**config.mk**
```make
export PLATFORM = sky130hd
export DESIGN_NAME = compare_iter
export DESIGN_NICKNAME = d
export VERILOG_FILES = /design/src/rtl/compare_pkg.sv /design/src/rtl/compare_chunk.sv /design/src/rtl/compare_iter.sv
export SDC_FILE = /design/constraint.sdc
export NUM_CORES = 1
export LEC_CHECK = 0
export CAP_MARGIN = 20
export CORE_MARGIN = 4
export CORE_UTILIZATION = 40
export CTS_BUF_LIST = sky130_fd_sc_hd__clkbuf_4
export CTS_CLUSTER_SIZE = 14
export DETAILED_ROUTE_END_ITERATION = 7
export SLEW_MARGIN = 5
export SYNTH_ARGS = -nofsm -noshare
export SYNTH_HDL_FRONTEND = slang
export SYNTH_SLANG_ARGS = --single-unit
export TNS_END_PERCENT = 20
```
**constraint.sdc**
```tcl
create_clock -name clk -period 3.4 [get_ports clk]
set_input_delay 0.34 -clock clk [delete_from_list [all_inputs] [get_ports clk]]
set_output_delay 0.34 -clock clk [all_outputs]
set_load 0.03 [all_outputs]
```
**src/rtl/compare_pkg.sv**
```systemverilog
`default_nettype none
// ----------------------------------------------------------------------------
// compare_pkg : shared types and constants for the iterative comparator
// Revision    : 1.0
// ----------------------------------------------------------------------------
package compare_pkg;

  typedef enum logic [1:0] {
    IDLE = 2'd0,
    RUN  = 2'd1,
    DONE = 2'd2
  } cmp_state_e;

  typedef struct packed {
    logic gt;
    logic eq;
    logic lt;
  } cmp_result_t;

  localparam cmp_result_t CMP_GT = cmp_result_t'(3'b100);
  localparam cmp_result_t CMP_EQ = cmp_result_t'(3'b010);
  localparam cmp_result_t CMP_LT = cmp_result_t'(3'b001);

endpackage
`default_nettype wire

```
**src/rtl/compare_chunk.sv**
```systemverilog
`default_nettype none
// ----------------------------------------------------------------------------
// compare_chunk : combinational CHUNK-bit unsigned three-way compare
// Revision      : 1.0
// ----------------------------------------------------------------------------
module compare_chunk
  import compare_pkg::*;
#(
  parameter int CHUNK = 8
) (
  input  logic [CHUNK-1:0] a_i,
  input  logic [CHUNK-1:0] b_i,
  output cmp_result_t      res_o
);

  always_comb begin
    res_o = CMP_EQ;
    if (a_i > b_i) begin
      res_o = CMP_GT;
    end else if (a_i < b_i) begin
      res_o = CMP_LT;
    end
  end

endmodule
`default_nettype wire

```
**src/rtl/compare_iter.sv**
```systemverilog
`default_nettype none
// ----------------------------------------------------------------------------
// compare_iter : multi-cycle signed/unsigned three-way comparator, MSB chunk
//                first. COMPARE_ITER_EARLY_EXIT_EN ends RUN on first difference.
// Revision     : 1.0
// ----------------------------------------------------------------------------
module compare_iter
  import compare_pkg::*;
#(
  parameter int WIDTH = 32,
  parameter int CHUNK = 8
) (
  input  logic             clk,
  input  logic             rst,
  input  logic             in_valid,
  output logic             in_ready,
  input  logic [WIDTH-1:0] a,
  input  logic [WIDTH-1:0] b,
  input  logic             is_signed,
  output logic             out_valid,
  input  logic             out_ready,
  output logic             AgtB,
  output logic             AeqB,
  output logic             AltB
);

  localparam int NCHUNK = WIDTH / CHUNK;
  localparam int IDXW   = (NCHUNK > 1) ? $clog2(NCHUNK) : 1;
  localparam logic [IDXW-1:0]  LAST_IDX  = IDXW'(NCHUNK - 1);
  localparam logic [WIDTH-1:0] SIGN_MASK = WIDTH'(1) << (WIDTH - 1);

  cmp_state_e       state_q;
  logic [IDXW-1:0]  idx_q;
  logic [WIDTH-1:0] a_q, b_q;
  logic             decided_q;
  cmp_result_t      res_q, flags_q;
  logic             in_ready_q, out_valid_q;

  logic [CHUNK-1:0] chunk_a, chunk_b;
  cmp_result_t      chunk_res, res_d;
  logic             decided_d, early_exit;

  assign chunk_a = a_q[idx_q*CHUNK +: CHUNK];
  assign chunk_b = b_q[idx_q*CHUNK +: CHUNK];

  compare_chunk #(.CHUNK(CHUNK)) u_chunk (
    .a_i   (chunk_a),
    .b_i   (chunk_b),
    .res_o (chunk_res)
  );

  // Once a differing chunk is seen, lower chunks cannot change the outcome.
  assign res_d     = decided_q ? res_q : chunk_res;
  assign decided_d = decided_q | ~chunk_res.eq;

`ifdef COMPARE_ITER_EARLY_EXIT_EN
  assign early_exit = ~decided_q & ~chunk_res.eq;
`else
  assign early_exit = 1'b0;
`endif

  always_ff @(posedge clk or posedge rst) begin
    if (rst) begin
      state_q     <= IDLE;
      idx_q       <= '0;
      a_q         <= '0;
      b_q         <= '0;
      decided_q   <= 1'b0;
      res_q       <= CMP_EQ;
      flags_q     <= '0;
      in_ready_q  <= 1'b1;
      out_valid_q <= 1'b0;
    end else begin
      case (state_q)
        IDLE: begin
          if (in_valid) begin
            // Flipping the sign bits maps two's-complement order onto unsigned order.
            a_q        <= a ^ (is_signed ? SIGN_MASK : '0);
            b_q        <= b ^ (is_signed ? SIGN_MASK : '0);
            idx_q      <= LAST_IDX;
            decided_q  <= 1'b0;
            res_q      <= CMP_EQ;
            in_ready_q <= 1'b0;
            state_q    <= RUN;
          end
        end
        RUN: begin
          res_q     <= res_d;
          decided_q <= decided_d;
          if (idx_q == '0 || early_exit) begin
            flags_q <= res_d;
            state_q <= DONE;
          end else begin
            idx_q <= idx_q - IDXW'(1);
          end
        end
        DONE: begin
          // out_valid rises one cycle after entry, after the flags have settled.
          if (!out_valid_q) begin
            out_valid_q <= 1'b1;
          end else if (out_ready) begin
            out_valid_q <= 1'b0;
            in_ready_q  <= 1'b1;
            state_q     <= IDLE;
          end
        end
        default: state_q <= IDLE;
      endcase
    end
  end

  assign in_ready  = in_ready_q;
  assign out_valid = out_valid_q;
  assign AgtB      = flags_q.gt;
  assign AeqB      = flags_q.eq;
  assign AltB      = flags_q.lt;

endmodule
`default_nettype wire

```
Yosys cells after proc, flatten, opt, wreduce, memory -nomap -nowiden --
Cells that the tools add are included.
Word-level totals: logic and storage cells 60, output and inout port bits 5, bits in registers 77, input port bits 69
Cells by class: bitwise operators 4, reduce and logical (&&, ||, !) cells 10, add/subtract/negate cells 1, shift operators 2, muxes and demuxes 21, order comparisons 2, equality and inequality tests 7
Operators with widths (number):
- indexed part select 32 x 6 -> 8 bit | 2
- bitwise XOR 32 bit | 2
- two-way mux 32 bit | 1
- two-way mux 2 bit | 7
- != test 2 bit, second input constant | 5
- two-way mux 3 bit | 3
- greater-than comparator 8 bit | 1
- less-than comparator 8 bit | 1
- AND reduction 4 bit | 2
- one-hot mux 2 bit (3 select lines) | 1
- one-hot mux 3 bit (2 select lines) | 1
- AND reduction 2 bit | 3
- two-way mux 1 bit | 5
- logical NOT 2 bit | 2
- one-hot mux 1 bit (2 select lines) | 2
- one-hot mux 2 bit (2 select lines) | 1
- nonzero test 2 bit | 2
- AND reduction 3 bit | 1
- equality test 2 x 1 -> 1 bit, second input constant | 1
- equality test 2 bit, second input constant | 1
- subtractor 2 x 1 -> 2 bit, second input constant | 1
- inverter 1 bit | 1
- OR 1 bit | 1

Longest topological paths before layout --
Gate-level depths: netlist of the first run.
word-level depth 7, mapped depth 10, depth with buffers taken out 8

Modules after synthesis --
A second synthesis of the first run with hierarchy kept.
Unflattened totals: cells, all modules 250, area total of the unflattened synthesis 3998.8 sq um
Modules (own cells, without submodules):
- compare_iter | area an instance 3779.9 sq um, times used 1, cells an instance 217
- compare_chunk | area an instance 219.0 sq um, times used 1, cells an instance 33

Worst setup path after synthesis of the first run --
Ideal clock, no wire load.
path kind register to register, from reg idx_q[1], to reg res_q[1] in the netlist's numbering, stages on the path, launching flop included 9, arrival 2.215 ns, setup slack 1.102 ns, period minus slack after synthesis 2.298 ns, library setup time 0.083 ns, buffers on the path 2, cell sequence dfrtp_1 > buf_2 > buf_2 > mux4_2 > ha_1 > a21oi_1 > o21ai_1 > o31a_1 > o32a_1
Between the ends: cells in the longest elaborated chain, start to end 6, elaborated cells between the ends (all ways) 8
RTL lines:
- start: declaration | RTL line compare_iter.sv:33 | logic [IDXW-1:0] idx_q;
- start signal: assignment | RTL line compare_iter.sv:94 | idx_q <= idx_q - IDXW'(1);
- indexed part select 32 x 6 -> 8 bit, on equally long branches | RTL line compare_iter.sv:43, compare_iter.sv:44
- less-than comparator 8 bit | RTL line compare_chunk.sv:20 | end else if (a_i < b_i) begin
- two-way mux 2 bit | RTL line compare_chunk.sv:20
- two-way mux 3 bit (*) | RTL line compare_chunk.sv:18 | if (a_i > b_i) begin
- two-way mux 3 bit (*) | RTL line compare_iter.sv:53 | assign res_d = decided_q ? res_q : chunk_res;
- one-hot mux 3 bit (2 select lines) (*) | RTL line compare_iter.sv:74 | case (state_q)
- end signal: assignment | RTL line compare_iter.sv:88 | res_q <= res_d;
- end: declaration | RTL line compare_iter.sv:36 | cmp_result_t res_q, flags_q;
Mark *: on every way between the ends. The rest lies on a longest branch, timed or not. A chain may end at the register's enable or synchronous reset.

Final worst setup path of the first run --
from reg idx_q[0], to reg res_q[1] in the netlist's numbering
The elaborated chain is that of the path after synthesis.

==> results.ini, run 1 <==
[clock_tree]
clock_latency_ps=410
cts.clk_slew.worst_paths_ps=130
cts_made_buffers=9
max-clock-path-buffers=2
ctsResizeCount=0
cts_root_buf=clkbuf_4
post_cts_buffers=0
clkSinkCount=77
cts_tree=done
cts_hold_buf=0
cts-htree-levels=3

[synthesis]
avgSynthCellArea_um2=14.8
synth-simple-area-share_pct=3.90
synth_edf_count=0
synth_fa_ha_area_share_pct=2.97
synth_top_family_by_area=multiplexers
synth-compound-area-share_pct=4.72
synth_xor_area_share_pct=0.462
synth-seq-area-share_pct=50.9
async_flop_share_pct=100
syn-num-nets=334
netlist_area_mm2=0.00379
synth_cells=256
synthMuxAreaShare_pct=31.5
yosysWarnings=0
synth_flop_cell=dfrtp_1
synth.distinct_cells=35
ys_ff_latch=77

[sta]
max_slew.worst_pin.slew_ps=658
period_share_pct=79.1
fin_skew_ps=11.9
max_freq_ghz=0.372
relSlewSlack_pct=56.1
setup_ws_ps=709
drv_slew=0
hold_viol_final=0
fin_crit_ps=2690
timing.hold.ws_ps=306
finalSetupViolCount=0
rsz0062_at_grt=false
finalSetupTns_ps=0

[power]
p_leak_nw=2.06
p_per_area_mw_per_mm2=909
peakVddDrop_mv=0.309
finalPower_mw=4.34

[setup_path]
crit_path_end_kind=flop
worstPathArrival_ps=3030
r2r_setup_slack_ps=710
startpoint_type=flop
worstPathMaxFanout=10
timing.rr.end=res_q[1]
startpoint=idx_q[0]
cp.required_ps=3740
worstSetupEndpoint=res_q[1]
critPathKind=flop to flop
rr_startpoint=idx_q[0]
r2r_cells=7

[floorplanning]
core_area_mm2=0.00924
die_w_um=105
fp-row-count=35
die-area_mm2=0.0111
pin_count=74
initial_utilization_pct=41.0
dieHeight_um=105

[final_layout]
instances_no_fill=467
final_cell_mix=75 x dfrtp_1, 73 x clkdlybuf4s50_1, 36 x mux2_4
fin_area_mm2=0.00477
syn2layout_area_growth_pct=25.8
n_antenna_cell=0
mostFrequentLayoutCell=dfrtp_1
finalCoreUtilization_pct=51.6
drive_above_1_share_pct=31.7
nets=411

[placement]
dp_slack_ps=688
gp_congestion=0.740
place_inst=451
dp_hpwl_mm=5.52
dpl_cell_area_mm2=0.00458
port_buffers=73

[detailed_routing]
postRouteAntennaNets=0
drtIter0Drc=72
dr.pass1.iters=4
drc_errors=0
routed-wl-met3_um=400
wl_per_cell_um=15.9
wirelength_mm=7.44
drt-met1-wl_mm=3.41
post_drt_via_cell_ratio=4.82
dr_total_vias=2252
wl_met2_mm=3.57
routed.top_layer=met4

[global_routing]
antenna_found_initial=0
grt_pass1_vias=2369
track_usage_pct=14.0
grt_max_degree=39
grt_pass1_wl_mm=12.1
grt_overflow=0

[min_path]
hold_class=primary input to async pin

[outcome]
status=complete, no violations

[flow_run]
drv_cap=0

worst max-delay path, cell delays in order, from the launching register on:
cell and delay (ps):
dfrtp_1 750, buf_4 300, mux4_2 350, ha_1 330, a21oi_1 130, o21ai_1 100, o31a_1 350, o32a_1 300
state kept, by name (all words and copies together), names as in the netlist:
name	count
idx_q	2
in_ready	1
res_q	3
decided_q	1
AgtB	1
b_q	32
a_q	32
AeqB	1
AltB	1
out_valid	1
state_q	2
Yosys cell counts (2+ instances only):
cell type / n / area share (%)
mux4_2: 16 / 9.5
buf_6: 3 / 0.89
dfrtp_1: 75 / 50
nor2_1: 11 / 1.1
o21ai_0: 6 / 0.79
a31oi_1: 4 / 0.66
buf_12: 3 / 1.6
ha_1: 9 / 3.0
nand2b_1: 2 / 0.33
nor3_1: 2 / 0.26
dfstp_2: 2 / 1.4
inv_1: 14 / 1.4
nand2_1: 13 / 1.3
a21oi_1: 10 / 1.3
buf_4: 3 / 0.59
mux2_4: 36 / 14
mux2_2: 26 / 7.7
xnor2_1: 2 / 0.46
buf_2: 3 / 0.40
worst min-delay path by stage:
stage            start      end  slack [ps]
6_report           rst  a_q[19]         310
5_1_grt            rst  a_q[19]         330
3_3_place_gp   b_q[18]  b_q[18]         490
3_5_place_dp   a_q[29]  a_q[29]         490
4_1_cts            rst  a_q[19]         320
2_1_floorplan  b_q[16]  b_q[16]         480
report_power, final:
| part | leakage [nW] | internal, mW | switching, mW |
|---|---|---|---|
| combinational | 1.06 | 1.17 | 0.780 |
| clock | 0.0966 | 0.381 | 0.317 |
| sequential | 0.901 | 1.37 | 0.312 |
cell families (layout without fill, tap and decap cells):
group / Yosys count / after routing
multiplexers: 78 / 78
flip-flops: 77 / 77
AND/OR/NAND/NOR: 32 / 32
AO/OA/AOI/OAI: 29 / 29
buffers and inverters: 29 / 111
adder cells (fa/ha/maj): 9 / 9
XOR/XNOR: 2 / 2
final cells by class:
cell class / count / area (µm²)
tap: 129 / 161
sequential: 77 / 1930
timing repair buffer: 79 / 776
inverter: 16 / 63.8
clock inverter: 6 / 111
multi-input combinational: 150 / 1650
fill: 797 / 4470
clock buffer: 10 / 75.1
per-layer routing:
layer | GRT usage (%) | vias up
li1 | - | 1087
met1 | 18.7 | 1109
met2 | 21.9 | 48
met3 | 4.65 | 8
met4 | 3.56 | 0
met5 | 0 | -
Power figures use the tool's default switching activity.
==> inputs of run 2 (changes only) <==
==> constraint.sdc (replaced) <==
create_clock -name clk -period 2.8 [get_ports clk]
set_input_delay 0.28 -clock clk [delete_from_list [all_inputs] [get_ports clk]]
set_output_delay 0.28 -clock clk [all_outputs]
set_load 0.03 [all_outputs]
==> results.ini, run 2 (same netlist as run 1, synthesis figures left out) <==
[placement]
dp_slack_ps=352  ; -336 ps
dpl_cell_area_mm2=0.00460  ; +0.38%
port_buffers=73  ; unchanged
dp_hpwl_mm=5.30  ; -3.9%
gp_congestion=0.788  ; +6.6%
place_inst=450  ; -0.22%

[global_routing]
grt_overflow=0  ; unchanged
grt_max_degree=67  ; +72%
grtUsageMet3_pct=2.82  ; -1.8 points
use_met2_pct=20.9  ; -1.0 points
grt_pass1_vias=2373  ; +0.17%
top_usage_layer=met2
grt_pass1_wl_mm=12.0  ; -0.63%
antenna_found_initial=0  ; unchanged
met1_usage_pct=19.5  ; +0.79 points
track_usage_pct=13.7  ; -0.26 points

[detailed_routing]
drtIter0Drc=68  ; -5.6%
dr_total_vias=2269  ; +0.75%
wl_per_cell_um=15.7  ; -1.8%
drc_errors=0  ; unchanged
post_drt_via_cell_ratio=4.87  ; +0.97%
wirelength_mm=7.29  ; -2.0%
dr.pass1.iters=4  ; unchanged
postRouteAntennaNets=0  ; unchanged

[clock_tree]
ctsResizeCount=0  ; unchanged
cts_tree=done
cts_root_buf=clkbuf_4
max-clock-path-buffers=2  ; unchanged
cts.clk_slew.worst_paths_ps=120  ; about the same
clock_latency_ps=410  ; about the same
cts_made_buffers=9  ; unchanged
clkSinkCount=77  ; unchanged
post_cts_buffers=0  ; unchanged
cts_hold_buf=0  ; unchanged
cts-htree-levels=3  ; unchanged

[final_layout]
fin_area_mm2=0.00476  ; -0.21%
n_antenna_cell=0  ; unchanged
instances_no_fill=466  ; -0.21%
nFillCells=819  ; +2.8%
mostFrequentLayoutCell=dfrtp_1
nets=410  ; -0.24%
syn2layout_area_growth_pct=25.6
drive_above_1_share_pct=31.2  ; -0.50 points
finalCoreUtilization_pct=51.5  ; -0.11 points
final_cell_mix=75 x dfrtp_1, 73 x clkdlybuf4s50_1, 36 x mux2_4
top_regs=a_q: 32 flops, b_q: 32 flops, res_q: 3 flops

[setup_path]
path_buf_inv=1  ; unchanged
critPathKind=flop to flop
cp_cell_sequence=buf_4, mux4_2, ha_1, nand2b_1, a21oi_1, o21ba_1, or3_1, o221ai_1
worstPathMaxFanout=18  ; +8
worstPathArrival_ps=2820  ; -210 ps
crit_path_end_kind=flop
cpLargestDelayFamily=multiplexers
cp.required_ps=3110  ; -630 ps
crit_slowest_cell=mux4_2
slowest_delay_ps=550  ; -200 ps
startpoint_type=flop

[sta]
max_slew.worst_pin.slew_ps=586  ; -72.0 ps
hold_viol_final=0  ; unchanged
finalSetupViolCount=0  ; unchanged
timing.hold.ws_ps=229  ; -76.6 ps
rsz0062_at_grt=false
relSlewSlack_pct=60.9  ; +4.8 points
period_share_pct=89.6  ; +10 points
drv_slew=0  ; unchanged
finalSetupTns_ps=0  ; unchanged
max_freq_ghz=0.399  ; +7.2%
fin_crit_ps=2510  ; -182 ps
fin_skew_ps=14.9  ; +3.03 ps
setup_ws_ps=291  ; -418 ps

[floorplanning]
fp-row-count=35  ; unchanged
dieHeight_um=105  ; unchanged
pin_count=74  ; unchanged
die_w_um=105  ; unchanged
initial_utilization_pct=41.0  ; unchanged
core_area_mm2=0.00924  ; unchanged
die-area_mm2=0.0111  ; unchanged

[power]
p_per_area_mw_per_mm2=1090  ; +20%
p_int_mw=3.49  ; +19%
switching_share_pct=32.8  ; +0.30 points
power_frac_clock_pct=14.5  ; -1.6 points
peakVddDrop_mv=0.407  ; +32%
switching_power_mw=1.70  ; +21%
finalPower_mw=5.19  ; +20%
seq_power_share_pct=39.0  ; +0.2 points
p_leak_nw=2.05  ; -0.46%
pwr-share-comb_pct=46.6  ; +1.5 points

[flow_run]
drv_cap=0  ; unchanged

[outcome]
status=complete, no violations

[min_path]
hold_class=primary input to async pin

-- run 2: path summary, 6_finish.rpt --
path	from	to	slack (ps)	cells after the start
worst min register to register	b_q[22]	b_q[22]	510	1
worst max register to register	idx_q[1]	res_q[0]	290	8
max in group asynchronous	rst	in_ready	1900	3
min in group clk	b[3]	b_q[3]	470	2
worst max-delay path	idx_q[1]	res_q[0]	290	8
worst min-delay path	rst	a_q[12]	230	2
-- run 2: routing by layer --
metal  up-vias  share of wire, %
li1       1078                 -
met1      1113                48
met2        66                47
met3        12               4.3
met4         0               1.4
met5         -                 0
-- run 2: power groups by stage --
stage / sequential, mW / combinational (mW) / clock [mW]
floorplan: 1.94 / 2.02 / 0
global placement: 2.05 / 2.40 / 0
detailed placement: 2.05 / 2.44 / 0
CTS: 2.03 / 2.45 / 0.773
global route: 2.10 / 2.67 / 0.820
finish: 2.02 / 2.42 / 0.752
-- run 2: worst reg2reg max path, delay by kind of cell (launching register included) --
kind,cells,cell delay (ps)
and+or+nand+nor,2,420
DFF,1,340
AOI/OAI and AO/OA,3,480
adders and majority gates,1,320
buffers and inverters,1,290
muxes,1,560
-- run 2: layout make-up --
| cell class | instances | area (µm²) | share of cell area, % |
|---|---|---|---|
| Sequential cell | 77 | 1930 | 40.6 |
| Multi-Input combinational cell | 150 | 1650 | 34.7 |
| Timing Repair Buffer | 78 | 793 | 16.7 |
| Tap cell | 129 | 161 | 3.39 |
| Clock buffer | 11 | 82.6 | 1.74 |
| Clock inverter | 5 | 76.3 | 1.60 |
| Inverter | 16 | 63.8 | 1.34 |
